**config.mk**
```make
export PLATFORM = sky130hd
export DESIGN_NAME = cpu_exec_result_stage
export DESIGN_NICKNAME = d
export VERILOG_FILES = /design/src/rtl/pkg_cpu.sv /design/src/rtl/cpu_exec_fwd_mux.sv /design/src/rtl/cpu_exec_result_stage.sv
export SDC_FILE = /design/constraint.sdc
export NUM_CORES = 1
export LEC_CHECK = 0
export BUFFER_PORTS_ARGS = -buffer_cell sky130_fd_sc_hd__buf_2
export CAP_MARGIN = 20
export CORE_MARGIN = 5
export CORE_UTILIZATION = 55
export CTS_CLUSTER_SIZE = 28
export DETAILED_ROUTE_END_ITERATION = 16
export PLACE_DENSITY = 0.85
export SYNTH_ARGS = -nofsm -noshare
export SYNTH_HDL_FRONTEND = slang
export SYNTH_SLANG_ARGS = --single-unit
```
**constraint.sdc**
```tcl
create_clock -name clk -period 4.75 [get_ports clk]
set_input_delay 0.7125 -clock clk [delete_from_list [all_inputs] [get_ports clk]]
set_output_delay 0.7125 -clock clk [all_outputs]
set_load 0.01 [all_outputs]
```
**src/rtl/pkg_cpu.sv**
```systemverilog
// rtl/pkg_cpu.sv - shared types and widths for the execute result stage
package pkg_cpu;

  localparam int CPU_WORD_WIDTH    = 32;
  localparam int CPU_REG_IDX_WIDTH = 4;
  localparam int FLAGS_WIDTH       = 4;

  // Bit position of each flag inside the flags vector (N is the MSB).
  typedef enum logic [1:0] {
    FlagN = 2'd3,
    FlagV = 2'd2,
    FlagZ = 2'd1,
    FlagC = 2'd0
  } flag_slot_e;

  // One pending ALU result, as held by the main and skid registers.
  typedef struct packed {
    logic [CPU_WORD_WIDTH-1:0]    result;
    logic [FLAGS_WIDTH-1:0]       flags;
    logic [CPU_REG_IDX_WIDTH-1:0] dst_reg;
    logic                         wr_reg;
    logic                         wr_flags;
  } StrcExecResult;

endpackage

```
**src/rtl/cpu_exec_fwd_mux.sv**
```systemverilog
// rtl/cpu_exec_fwd_mux.sv - priority bypass lookup over the main and skid entries
module cpu_exec_fwd_mux #(
  parameter int WORD_WIDTH    = 32,
  parameter int REG_IDX_WIDTH = 4
) (
  input  logic                     main_valid,
  input  logic                     main_wr_reg,
  input  logic [REG_IDX_WIDTH-1:0] main_dst_reg,
  input  logic [WORD_WIDTH-1:0]    main_result,
  input  logic                     skid_valid,
  input  logic                     skid_wr_reg,
  input  logic [REG_IDX_WIDTH-1:0] skid_dst_reg,
  input  logic [WORD_WIDTH-1:0]    skid_result,
  input  logic [REG_IDX_WIDTH-1:0] fwd_reg,
  output logic                     fwd_hit,
  output logic [WORD_WIDTH-1:0]    fwd_data
);

  logic main_match;
  logic skid_match;

  assign main_match = main_valid & main_wr_reg & (main_dst_reg == fwd_reg);
  assign skid_match = skid_valid & skid_wr_reg & (skid_dst_reg == fwd_reg);

  // Skid holds the younger result, so it wins over main.
  always_comb begin
    fwd_hit  = 1'b0;
    fwd_data = '0;
    if (skid_match) begin
      fwd_hit  = 1'b1;
      fwd_data = skid_result;
    end else if (main_match) begin
      fwd_hit  = 1'b1;
      fwd_data = main_result;
    end
  end

endmodule

```
**src/rtl/cpu_exec_result_stage.sv**
```systemverilog
// rtl/cpu_exec_result_stage.sv - ALU result skid buffer, flags register and bypass (CPU_EXEC_STAGE_FWD_EN enables bypass)
module cpu_exec_result_stage
  import pkg_cpu::*;
#(
  parameter int WORD_WIDTH    = pkg_cpu::CPU_WORD_WIDTH,
  parameter int REG_IDX_WIDTH = pkg_cpu::CPU_REG_IDX_WIDTH,
  parameter int FLAGS_WIDTH   = pkg_cpu::FLAGS_WIDTH
) (
  input  logic                     clk,
  input  logic                     rst,
  input  logic                     in_valid,
  output logic                     in_ready,
  input  logic [WORD_WIDTH-1:0]    in_result,
  input  logic [FLAGS_WIDTH-1:0]   in_flags,
  input  logic [REG_IDX_WIDTH-1:0] in_dst_reg,
  input  logic                     in_wr_reg,
  input  logic                     in_wr_flags,
  output logic                     out_valid,
  input  logic                     out_ready,
  output logic [WORD_WIDTH-1:0]    out_result,
  output logic [REG_IDX_WIDTH-1:0] out_dst_reg,
  output logic                     out_wr_reg,
  output logic [FLAGS_WIDTH-1:0]   flags_q,
  input  logic [REG_IDX_WIDTH-1:0] fwd_reg,
  output logic                     fwd_hit,
  output logic [WORD_WIDTH-1:0]    fwd_data
);

  StrcExecResult              main_q, main_d;
  StrcExecResult              skid_q, skid_d;
  StrcExecResult              in_entry;
  logic                       main_valid_q, main_valid_d;
  logic                       skid_valid_q, skid_valid_d;
  logic [FLAGS_WIDTH-1:0]     flags_d;
  logic                       accept;
  logic                       release_main;

  // in_ready depends only on stored state so there is no out_ready -> in_ready path.
  assign in_ready     = ~skid_valid_q;
  assign accept       = in_valid & in_ready;
  assign release_main = main_valid_q & out_ready;

  assign out_valid   = main_valid_q;
  assign out_result  = main_q.result;
  assign out_dst_reg = main_q.dst_reg;
  assign out_wr_reg  = main_q.wr_reg;

  // Pack the incoming ALU result into the stored entry format.
  always_comb begin
    in_entry          = '0;
    in_entry.result   = in_result;
    in_entry.flags    = in_flags;
    in_entry.dst_reg  = in_dst_reg;
    in_entry.wr_reg   = in_wr_reg;
    in_entry.wr_flags = in_wr_flags;
  end

  // Two-entry skid buffer next state; main always holds the oldest entry.
  always_comb begin
    main_d       = main_q;
    skid_d       = skid_q;
    main_valid_d = main_valid_q;
    skid_valid_d = skid_valid_q;
    if (skid_valid_q) begin
      if (release_main) begin
        main_d       = skid_q;
        skid_valid_d = 1'b0;
      end
    end else if (main_valid_q) begin
      if (accept && release_main) begin
        main_d = in_entry;
      end else if (accept) begin
        skid_d       = in_entry;
        skid_valid_d = 1'b1;
      end else if (release_main) begin
        main_valid_d = 1'b0;
      end
    end else if (accept) begin
      main_d       = in_entry;
      main_valid_d = 1'b1;
    end
  end

  // Flags commit at acceptance, independent of writeback stalls.
  always_comb begin
    flags_d = flags_q;
    if (accept && in_wr_flags) begin
      flags_d = in_flags;
    end
  end

  // State registers; reset drops any pending entries immediately.
  always_ff @(posedge clk or posedge rst) begin
    if (rst) begin
      main_q       <= '0;
      skid_q       <= '0;
      main_valid_q <= 1'b0;
      skid_valid_q <= 1'b0;
      flags_q      <= '0;
    end else begin
      main_q       <= main_d;
      skid_q       <= skid_d;
      main_valid_q <= main_valid_d;
      skid_valid_q <= skid_valid_d;
      flags_q      <= flags_d;
    end
  end

  // Flags travel with the entry only for symmetry; the flags register is the consumer.
  logic unused_main_bits;

`ifdef CPU_EXEC_STAGE_FWD_EN
  assign unused_main_bits = ^{main_q.flags, main_q.wr_flags};

  cpu_exec_fwd_mux #(
    .WORD_WIDTH    (WORD_WIDTH),
    .REG_IDX_WIDTH (REG_IDX_WIDTH)
  ) u_fwd_mux (
    .main_valid   (main_valid_q),
    .main_wr_reg  (main_q.wr_reg),
    .main_dst_reg (main_q.dst_reg),
    .main_result  (main_q.result),
    .skid_valid   (skid_valid_q),
    .skid_wr_reg  (skid_q.wr_reg),
    .skid_dst_reg (skid_q.dst_reg),
    .skid_result  (skid_q.result),
    .fwd_reg      (fwd_reg),
    .fwd_hit      (fwd_hit),
    .fwd_data     (fwd_data)
  );
`else
  // Without bypass the pipeline must interlock on hazards upstream.
  assign unused_main_bits = ^{main_q.flags, main_q.wr_flags, fwd_reg};
  assign fwd_hit          = 1'b0;
  assign fwd_data         = '0;
`endif

endmodule

```
==> flow_metrics.py, run 1 <==
metrics = {
    "cts": {
        "postCtsSetupRepairBufs": 0,
        "htree_levels": 3,
        "cts_buffer_depth": 2,
        "ctsHoldBuffers": 0,
        "root_buffer": "clkbuf_8",
        "numCtsBuffers": 9,
        "cts_resized": 0,
        "path_clk_slew_ps": 80,
        "clock-sinks": 80,
        "worstSkewPairLatency_ps": 340,
        "tritoncts": "built",
    },
    "logic_synthesis": {
        "synth_most_common_cell": "dfrtp_1",
        "syn_area_per_cell_um2": 15.4,
        "synth-edff-count": 0,
        "synthCells": 253,
        "synth_top_cell_area_share_pct": 51.3,
        "ys.flop_type": "dfrtp_1",
        "synthArstFlopShare_pct": 100,
        "synth.area.top_cells": "dfrtp_1 51%, mux2_2 16%, mux2_4 12%, mux2_1 8.7%, buf_4 6.4%",
        "ys_seq_elements": 80,
        "synth.cells.most_frequent": "80 x dfrtp_1, 55 x mux2_2, 33 x buf_4",
        "ys_warn_count": 0,
        "netlist_area_um2": 3900,
        "yosysSeqAreaShare_pct": 51.3,
        "ys_types": 18,
        "synth_top_cell_by_area": "dfrtp_1",
    },
    "setup_path": {
        "crit_type": "reg2reg",
        "end_kind": "flip-flop",
        "start_kind": "flip-flop",
        "cp_data_required_time_ps": 4980,
        "arrival_ps": 2980,
        "crit_fanout": 42,
    },
    "timing": {
        "clock-skew-final_ps": 9.33,
        "fin_tns_setup_ps": 0,
        "setup_ws_ps": 2000,
        "setup_viol": 0,
        "min_period_ps": 2750,
        "relSlewSlack_pct": 34.2,
        "fin_crit_sh_pct": 57.9,
        "rsz0062_at_grt": "no",
        "hold_viol": 0,
        "drv_slew": 0,
        "worst_pin_slew_ps": 987,
        "clock.fmax_mhz": 364,
    },
    "drt": {
        "wl_per_cell_um": 16.0,
        "ant_nets": 0,
        "dr.pass1.iters": 2,
        "routed_via_density": 4.88,
        "wirelength_um": 7030,
        "route.detailed.drc": 0,
        "initialDrtViolationCount": 60,
        "vias": 2150,
    },
    "pwr": {
        "cellPowerDensity_nw_per_um2": 686,
        "p_leak_uw": 0.00214,
        "ir_drop_uv": 396,
    },
    "grt": {
        "grt-ovfl-total": 0,
        "antenna_found_initial": 0,
        "grt_start_max_net_pins": 43,
        "grt_pass1_vias": 2356,
        "grt_pass1_wl_um": 11400,
        "track_usage_pct": 16.6,
    },
    "die": {
        "ioPinCount": 126,
        "die_y_um": 94.2,
        "die_area_um2": 8870,
        "initial_core_util_pct": 57.1,
        "row_count": 30,
        "core_area_um2": 6830,
        "fp.dieW_um": 94.2,
    },
    "layout": {
        "regMostFlops": "skid_q",
        "num_antenna_cells": 0,
        "largest_reg_flops": 37,
        "drive_gt1_share_pct": 56.5,
        "nNetsFinal": 391,
        "fin_util_pct": 64.2,
        "area_delta_synth_final_pct": 12.4,
        "nFillCells": 543,
    },
    "placed_design": {
        "port_buffers": 88,
        "dpl.hpwl_um": 4900,
        "post-place-ws_ps": 1920,
        "gp_congestion": 0.711,
    },
    "run": {
        "drv_cap": 0,
    },
    "hold_path": {
        "worstHoldPathType": "in2async",
    },
    "run_status": {
        "outcome": "finished clean",
    },
}
## cell families after synthesis
group / after synthesis / share of synthesized area, %
simple gates: 6 / 1.22
other cells: 1 / 0.0962
mux: 115 / 36.1
buf+inv: 48 / 10.7
compound gates: 3 / 0.609
flops: 80 / 51.3
## metal layers
layer	part of all wire [%]	vias to the layer above	routed length [µm]	track usage, %
met5	0	-	0	0
li1	-	994	-	-
met4	1.1	0	75	5.42
met3	8.5	8	596	6.01
met2	51	72	3570	27.7
met1	40	1076	2790	20.1
## final timing paths
check | cells after the start | end | start | slack (ps)
hold reg to reg | 1 | skid_q[39] | skid_q[39] | 490
setup / recovery | 3 | out_result[1] | skid_valid_q | 2000
setup reg to reg | 3 | out_result[1] | skid_valid_q | 2000
min in group clk | 1 | skid_q[39] | skid_q[39] | 490
max in group asynchronous | 3 | skid_valid_q | rst | 3320
hold / removal | 2 | skid_q[22] | rst | 450
## metrics by stage
| step | hold slack, ps | total power (µW) | instance area, µm² | std cells |
|---|---|---|---|---|
| 4_1_cts | 473 | 3050 | 4390 | 441 |
| 6_report | 453 | 3010 | 4390 | 441 |
| 5_1_grt | 495 | 3210 | 4390 | 441 |
| 3_5_place_dp | 471 | 2570 | 4200 | 426 |
| 3_3_place_gp | 461 | 2500 | 4200 | 426 |
| 2_1_floorplan | 452 | 2290 | 4020 | 285 |
## worst max-delay path, stage by stage, from the launching register on
cell and delay (ps):
dfrtp_2 1010, o22a_2 900, buf_4 390, mux2_4 330
## cell usage in the layout (no fill, tap or decap), drive strengths merged
cell type,n
and2,1
clkbuf,11
conb,33
bufinv,1
mux2,115
buf,91
nor2,2
o22a,1
a22o,1
clkinv,4
nand3,1
nand2,1
inv,1
dfrtp,80
nor4bb,1
a21oi,1
## layout make-up
| cell class | instances | area (µm²) | area share (%) |
|---|---|---|---|
| Clock buffer | 11 | 141 | 3.22 |
| Clock inverter | 4 | 45.0 | 1.03 |
| Inverter | 2 | 8.76 | 0.200 |
| Multi-Input combinational cell | 157 | 1600 | 36.6 |
| Sequential cell | 80 | 2000 | 45.7 |
| Tap cell | 96 | 120 | 2.74 |
| Timing Repair Buffer | 91 | 463 | 10.6 |
## report_power, final
part	internal, µW	switching (µW)
Combinational	783	473
Clock	252	227
Sequential	1030	241
Total	2070	941
No activity file was read; power rests on OpenSTA's default activity.
==> inputs of run 2 (changes only) <==
--- a/config.mk
+++ b/config.mk
@@ -8,10 +8,10 @@
 export BUFFER_PORTS_ARGS = -buffer_cell sky130_fd_sc_hd__buf_2
 export CAP_MARGIN = 20
 export CORE_MARGIN = 5
-export CORE_UTILIZATION = 55
+export CORE_UTILIZATION = 46
 export CTS_CLUSTER_SIZE = 28
 export DETAILED_ROUTE_END_ITERATION = 16
-export PLACE_DENSITY = 0.85
+export PLACE_DENSITY = 0.75
 export SYNTH_ARGS = -nofsm -noshare
 export SYNTH_HDL_FRONTEND = slang
 export SYNTH_SLANG_ARGS = --single-unit
==> constraint.sdc (replaced) <==
create_clock -name clk -period 2.47 [get_ports clk]
set_input_delay 0.3705 -clock clk [delete_from_list [all_inputs] [get_ports clk]]
set_output_delay 0.3705 -clock clk [all_outputs]
set_load 0.01 [all_outputs]
==> flow_metrics.py, run 2 (same netlist as run 1, synthesis figures left out) <==
metrics = {
    "die": {
        "die_area_um2": 10400,
        "die_y_um": 102,
        "ioPinCount": 126,
        "row_count": 33,
        "initial_core_util_pct": 47.2,
        "core_area_um2": 8260,
        "fp.dieW_um": 102,
    },
    "timing": {
        "rsz0062_at_grt": "no",
        "clock-skew-final_ps": 8.77,
        "holdWs_ps": 71.6,
        "clock.fmax_mhz": 555,
        "relSlewSlack_pct": 59.8,
        "fin_crit_sh_pct": 73.0,
        "setup_ws_ps": 668,
        "setup_viol": 0,
        "fin_tns_setup_ps": 0,
        "drv_slew": 0,
        "min_period_ps": 1800,
        "hold_viol": 0,
        "worst_pin_slew_ps": 603,
    },
    "grt": {
        "grt_pass1_vias": 2322,
        "grt_start_max_net_pins": 35,
        "grt-ovfl-total": 0,
        "antenna_found_initial": 0,
        "track_usage_pct": 13.7,
        "grt_pass1_wl_um": 11100,
    },
    "setup_path": {
        "arrival_ps": 2020,
        "crit_type": "reg2reg",
        "end_kind": "flip-flop",
        "crit_fanout": 30,
        "cp_data_required_time_ps": 2690,
        "start_kind": "flip-flop",
        "rr_startpoint": "skid_valid_q",
        "startpoint": "skid_valid_q",
    },
    "layout": {
        "num_antenna_cells": 0,
        "fin_cells": 454,
        "mostFrequentLayoutCells": "88 x buf_2, 79 x dfrtp_1, 55 x mux2_2",
        "largest_reg_flops": 37,
        "layout_commonest_cell": "buf_2",
        "drive_gt1_share_pct": 56.7,
        "nNetsFinal": 395,
        "multi_input_area_um2": 1600,
        "area_delta_synth_final_pct": 14.2,
        "nFillCells": 698,
        "final_cell_area_um2": 4450,
        "final-seq-area_um2": 2000,
        "regMostFlops": "skid_q",
    },
    "cts": {
        "ctsHoldBuffers": 0,
        "path_clk_slew_ps": 80,
        "numCtsBuffers": 9,
        "worstSkewPairLatency_ps": 340,
        "cts_buffer_depth": 2,
        "cts_resized": 0,
        "root_buffer": "clkbuf_8",
        "postCtsSetupRepairBufs": 0,
        "tritoncts": "built",
        "clock-sinks": 80,
        "htree_levels": 3,
    },
    "hold_path": {
        "worstHoldPathType": "in2async",
    },
    "pwr": {
        "ir_drop_uv": 881,
        "p_leak_uw": 0.00217,
        "cellPowerDensity_nw_per_um2": 1320,
    },
    "drt": {
        "initialDrtViolationCount": 32,
        "ant_nets": 0,
        "dr.pass1.iters": 4,
        "routed_via_density": 4.75,
        "wirelength_um": 6900,
        "route.detailed.drc": 0,
        "wl_per_cell_um": 15.2,
        "vias": 2157,
    },
    "placed_design": {
        "placed_cells": 439,
        "post-place-ws_ps": 644,
        "dpl.hpwl_um": 4830,
        "gp_congestion": 0.675,
        "port_buffers": 88,
        "placed_area_um2": 4250,
    },
    "run": {
        "drv_cap": 0,
    },
    "run_status": {
        "outcome": "finished clean",
    },
}
## run 2: worst paths after layout
path	endpoint	slack, ps	cells past startpoint
max in group asynchronous	skid_q[34]	1770	3
min in group clk	flags_q[2]	260	2
min reg2reg	skid_q[27]	480	1
max	skid_q[26]	670	3
min	flags_q[3]	70	2
max reg2reg	skid_q[26]	670	3
## run 2: routing by layer
layer	wire, µm	track usage (%)
met5	0	0
met4	14	3.63
met3	550	4.91
met2	3260	22.0
met1	3080	17.7
## run 2: final cells by class
| class | count | area share [%] |
|---|---|---|
| clock buffers | 11 | 2.95 |
| clock inverters | 4 | 1.57 |
| inverters | 2 | 0.197 |
| multi-input cells | 157 | 36.0 |
| flip-flops and latches | 80 | 45.0 |
| well taps | 105 | 2.95 |
| repair buffers | 95 | 11.3 |
## run 2: where the power goes
part	switching [µW]	total (µW)	internal (µW)
Clock	443	1000	562
Combinational	991	2510	1520
Sequential	365	2360	1990
## run 2: per-stage QoR
step | total power (µW) | utilization [%]
3_3_place_gp | 4840 | 51.5
4_1_cts | 5970 | 53.9
6_report | 5870 | 53.9
3_5_place_dp | 4930 | 51.5
2_1_floorplan | 4410 | -
5_1_grt | 6260 | 53.9
## run 2: critical path, stage by stage, from the launching register on
cell and delay [ps]:
dfrtp_2 530, nor4bb_4 330, buf_4 420, mux2_1 380
==> inputs of run 3 (changes only) <==
==> constraint.sdc (replaced) <==
create_clock -name clk -period 1.5 [get_ports clk]
set_input_delay 0.225 -clock clk [delete_from_list [all_inputs] [get_ports clk]]
set_output_delay 0.225 -clock clk [all_outputs]
set_load 0.01 [all_outputs]
==> flow_metrics.py, run 3 (same netlist as run 1, synthesis figures left out) <==
metrics = {
    "timing": {
        "rsz0062_at_grt": "yes",
        "setup_ws_ps": -40.8,
        "hold_viol": 0,
        "holdWs_ps": 6.21,
        "clock-skew-final_ps": 6.35,
        "drv_slew": 0,
        "min_period_ps": 1540,
        "setup_viol": 32,
        "fin_tns_setup_ps": -700,
        "clock.fmax_mhz": 649,
        "fin_crit_sh_pct": 103,
    },
    "die": {
        "core_area_um2": 8260,
        "row_count": 33,
        "initial_core_util_pct": 47.2,
        "fp.dieW_um": 102,
        "die_area_um2": 10400,
        "ioPinCount": 126,
        "die_y_um": 102,
    },
    "drt": {
        "ant_nets": 0,
        "initialDrtViolationCount": 22,
        "dr.pass1.iters": 3,
        "wirelength_um": 7840,
        "route.detailed.drc": 0,
        "wl_per_cell_um": 17.0,
        "routed_via_density": 4.83,
        "vias": 2224,
    },
    "pwr": {
        "switching_share_pct": 30.6,
        "cell_internal_pwr_uw": 7110,
        "power_uw": 10200,
        "clkPwrFrac_pct": 15.9,
        "p_leak_uw": 0.00227,
        "ir_drop_uv": 1040,
        "cellPowerDensity_nw_per_um2": 2190,
        "combPwrFrac_pct": 46.3,
        "p_seq_share_pct": 37.8,
        "switchingPower_uw": 3140,
    },
    "layout": {
        "layout_commonest_cell": "buf_2",
        "largest_reg_flops": 37,
        "num_antenna_cells": 0,
        "nFillCells": 700,
        "multi_input_area_um2": 1670,
        "final-seq-area_um2": 2000,
        "drive_gt1_share_pct": 61.7,
        "final_cell_area_um2": 4670,
        "area_delta_synth_final_pct": 19.9,
        "mostFrequentLayoutCells": "88 x buf_2, 79 x dfrtp_1, 52 x mux2_2",
        "regMostFlops": "skid_q",
        "nNetsFinal": 401,
    },
    "setup_path": {
        "cp_data_required_time_ps": 1720,
        "crit_fanout": 9,
        "timing.rr.end": "skid_q[10]",
        "start_kind": "flip-flop",
        "crit_type": "reg2reg",
        "rr_startpoint": "skid_valid_q",
        "arrival_ps": 1760,
        "end_kind": "flip-flop",
        "r2r_slack_ps": -40,
        "worstRegToRegCells": 4,
    },
    "placed_design": {
        "port_buffers": 88,
        "placed_area_um2": 4310,
        "dpl.hpwl_um": 5110,
        "post-place-ws_ps": -84.4,
        "gp_congestion": 0.686,
    },
    "grt": {
        "grt_start_max_net_pins": 81,
        "grt_pass1_wl_um": 11400,
        "track_usage_pct": 14.1,
        "grt_pass1_vias": 2387,
        "antenna_found_initial": 0,
        "grt-ovfl-total": 0,
    },
    "run_status": {
        "outcome": "finished, violations left",
        "violations": "negative setup slack",
    },
    "cts": {
        "numCtsBuffers": 9,
        "cts_buffer_depth": 2,
        "root_buffer": "clkbuf_8",
        "worstSkewPairLatency_ps": 330,
        "clock-sinks": 80,
        "path_clk_slew_ps": 80,
        "htree_levels": 3,
        "ctsHoldBuffers": 0,
        "tritoncts": "built",
    },
    "run": {
        "drv_cap": 0,
    },
    "hold_path": {
        "worstHoldPathType": "in2async",
    },
}
==> run 3: changes by cell type in the layout (fill, tap and decap cells not counted), sizes merged <==
cell,before,now
clkbuf,11,15
clkinv,3,0
bufinv,2,1
clkinvlp,0,2
buf,95,99
==> run 3: layout make-up <==
| class | count | share of cell area [%] |
|---|---|---|
| Inverter | 2 | 0.241 |
| Timing Repair Buffer | 101 | 14.0 |
| Sequential cell | 80 | 42.9 |
| Tap cell | 105 | 2.81 |
| Clock buffer | 13 | 3.61 |
| Multi-Input combinational cell | 157 | 35.7 |
| Clock inverter | 2 | 0.803 |
==> run 3: how the worst max path moves through the flow <==
stage / endpoint / cells past startpoint / slack, ps / startpoint
finish: skid_q[10] / 4 / -40 / skid_valid_q
global route: skid_q[12] / 4 / -120 / skid_valid_q
CTS: skid_q[17] / 3 / -60 / skid_valid_q
detailed placement: flags_q[1] / 4 / -80 / skid_valid_q
global placement: flags_q[3] / 4 / -50 / skid_valid_q
floorplan: out_dst_reg[0] / 5 / 5 / out_valid
==> run 3: power by group through the flow <==
stage | Sequential [µW] | Clock (µW) | Combinational [µW]
5_1_grt | 4010 | 1770 | 5100
3_3_place_gp | 3810 | 0 | 4350
2_1_floorplan | 4030 | 0 | 3230
3_5_place_dp | 3890 | 0 | 4510
6_report | 3870 | 1630 | 4740
4_1_cts | 3860 | 1680 | 4540
==> run 3: stage by stage <==
stage	utilization (%)	std cells
floorplan	-	285
global placement	52.2	440
detailed placement	52.2	440
CTS	54.8	455
global route	56.6	460
finish	56.6	460
==> run 3: routing by layer <==
layer / part of all wire [%] / up-vias / track usage, %
li1: - / 1012 / -
met1: 41 / 1127 / 17.2
met2: 50 / 74 / 23.3
met3: 7.6 / 11 / 4.57
met4: 1.3 / 0 / 5.15
met5: 0 / - / 0
==> run 3: critical path, cell delays in order (launching register included) <==
cell and delay (ps):
dfrtp_2 450, nor4bb_4 300, buf_6 180, buf_8 160
mux2_2 340
==> run 3: repair_timing <==
action | in CTS | in global routing
endpoints found under the setup margin | 53 | 62
pin swaps | 0 | 1
gates cloned | 0 | 4
gates resized for setup | 2 | 21
buffers inserted | 0 | 1
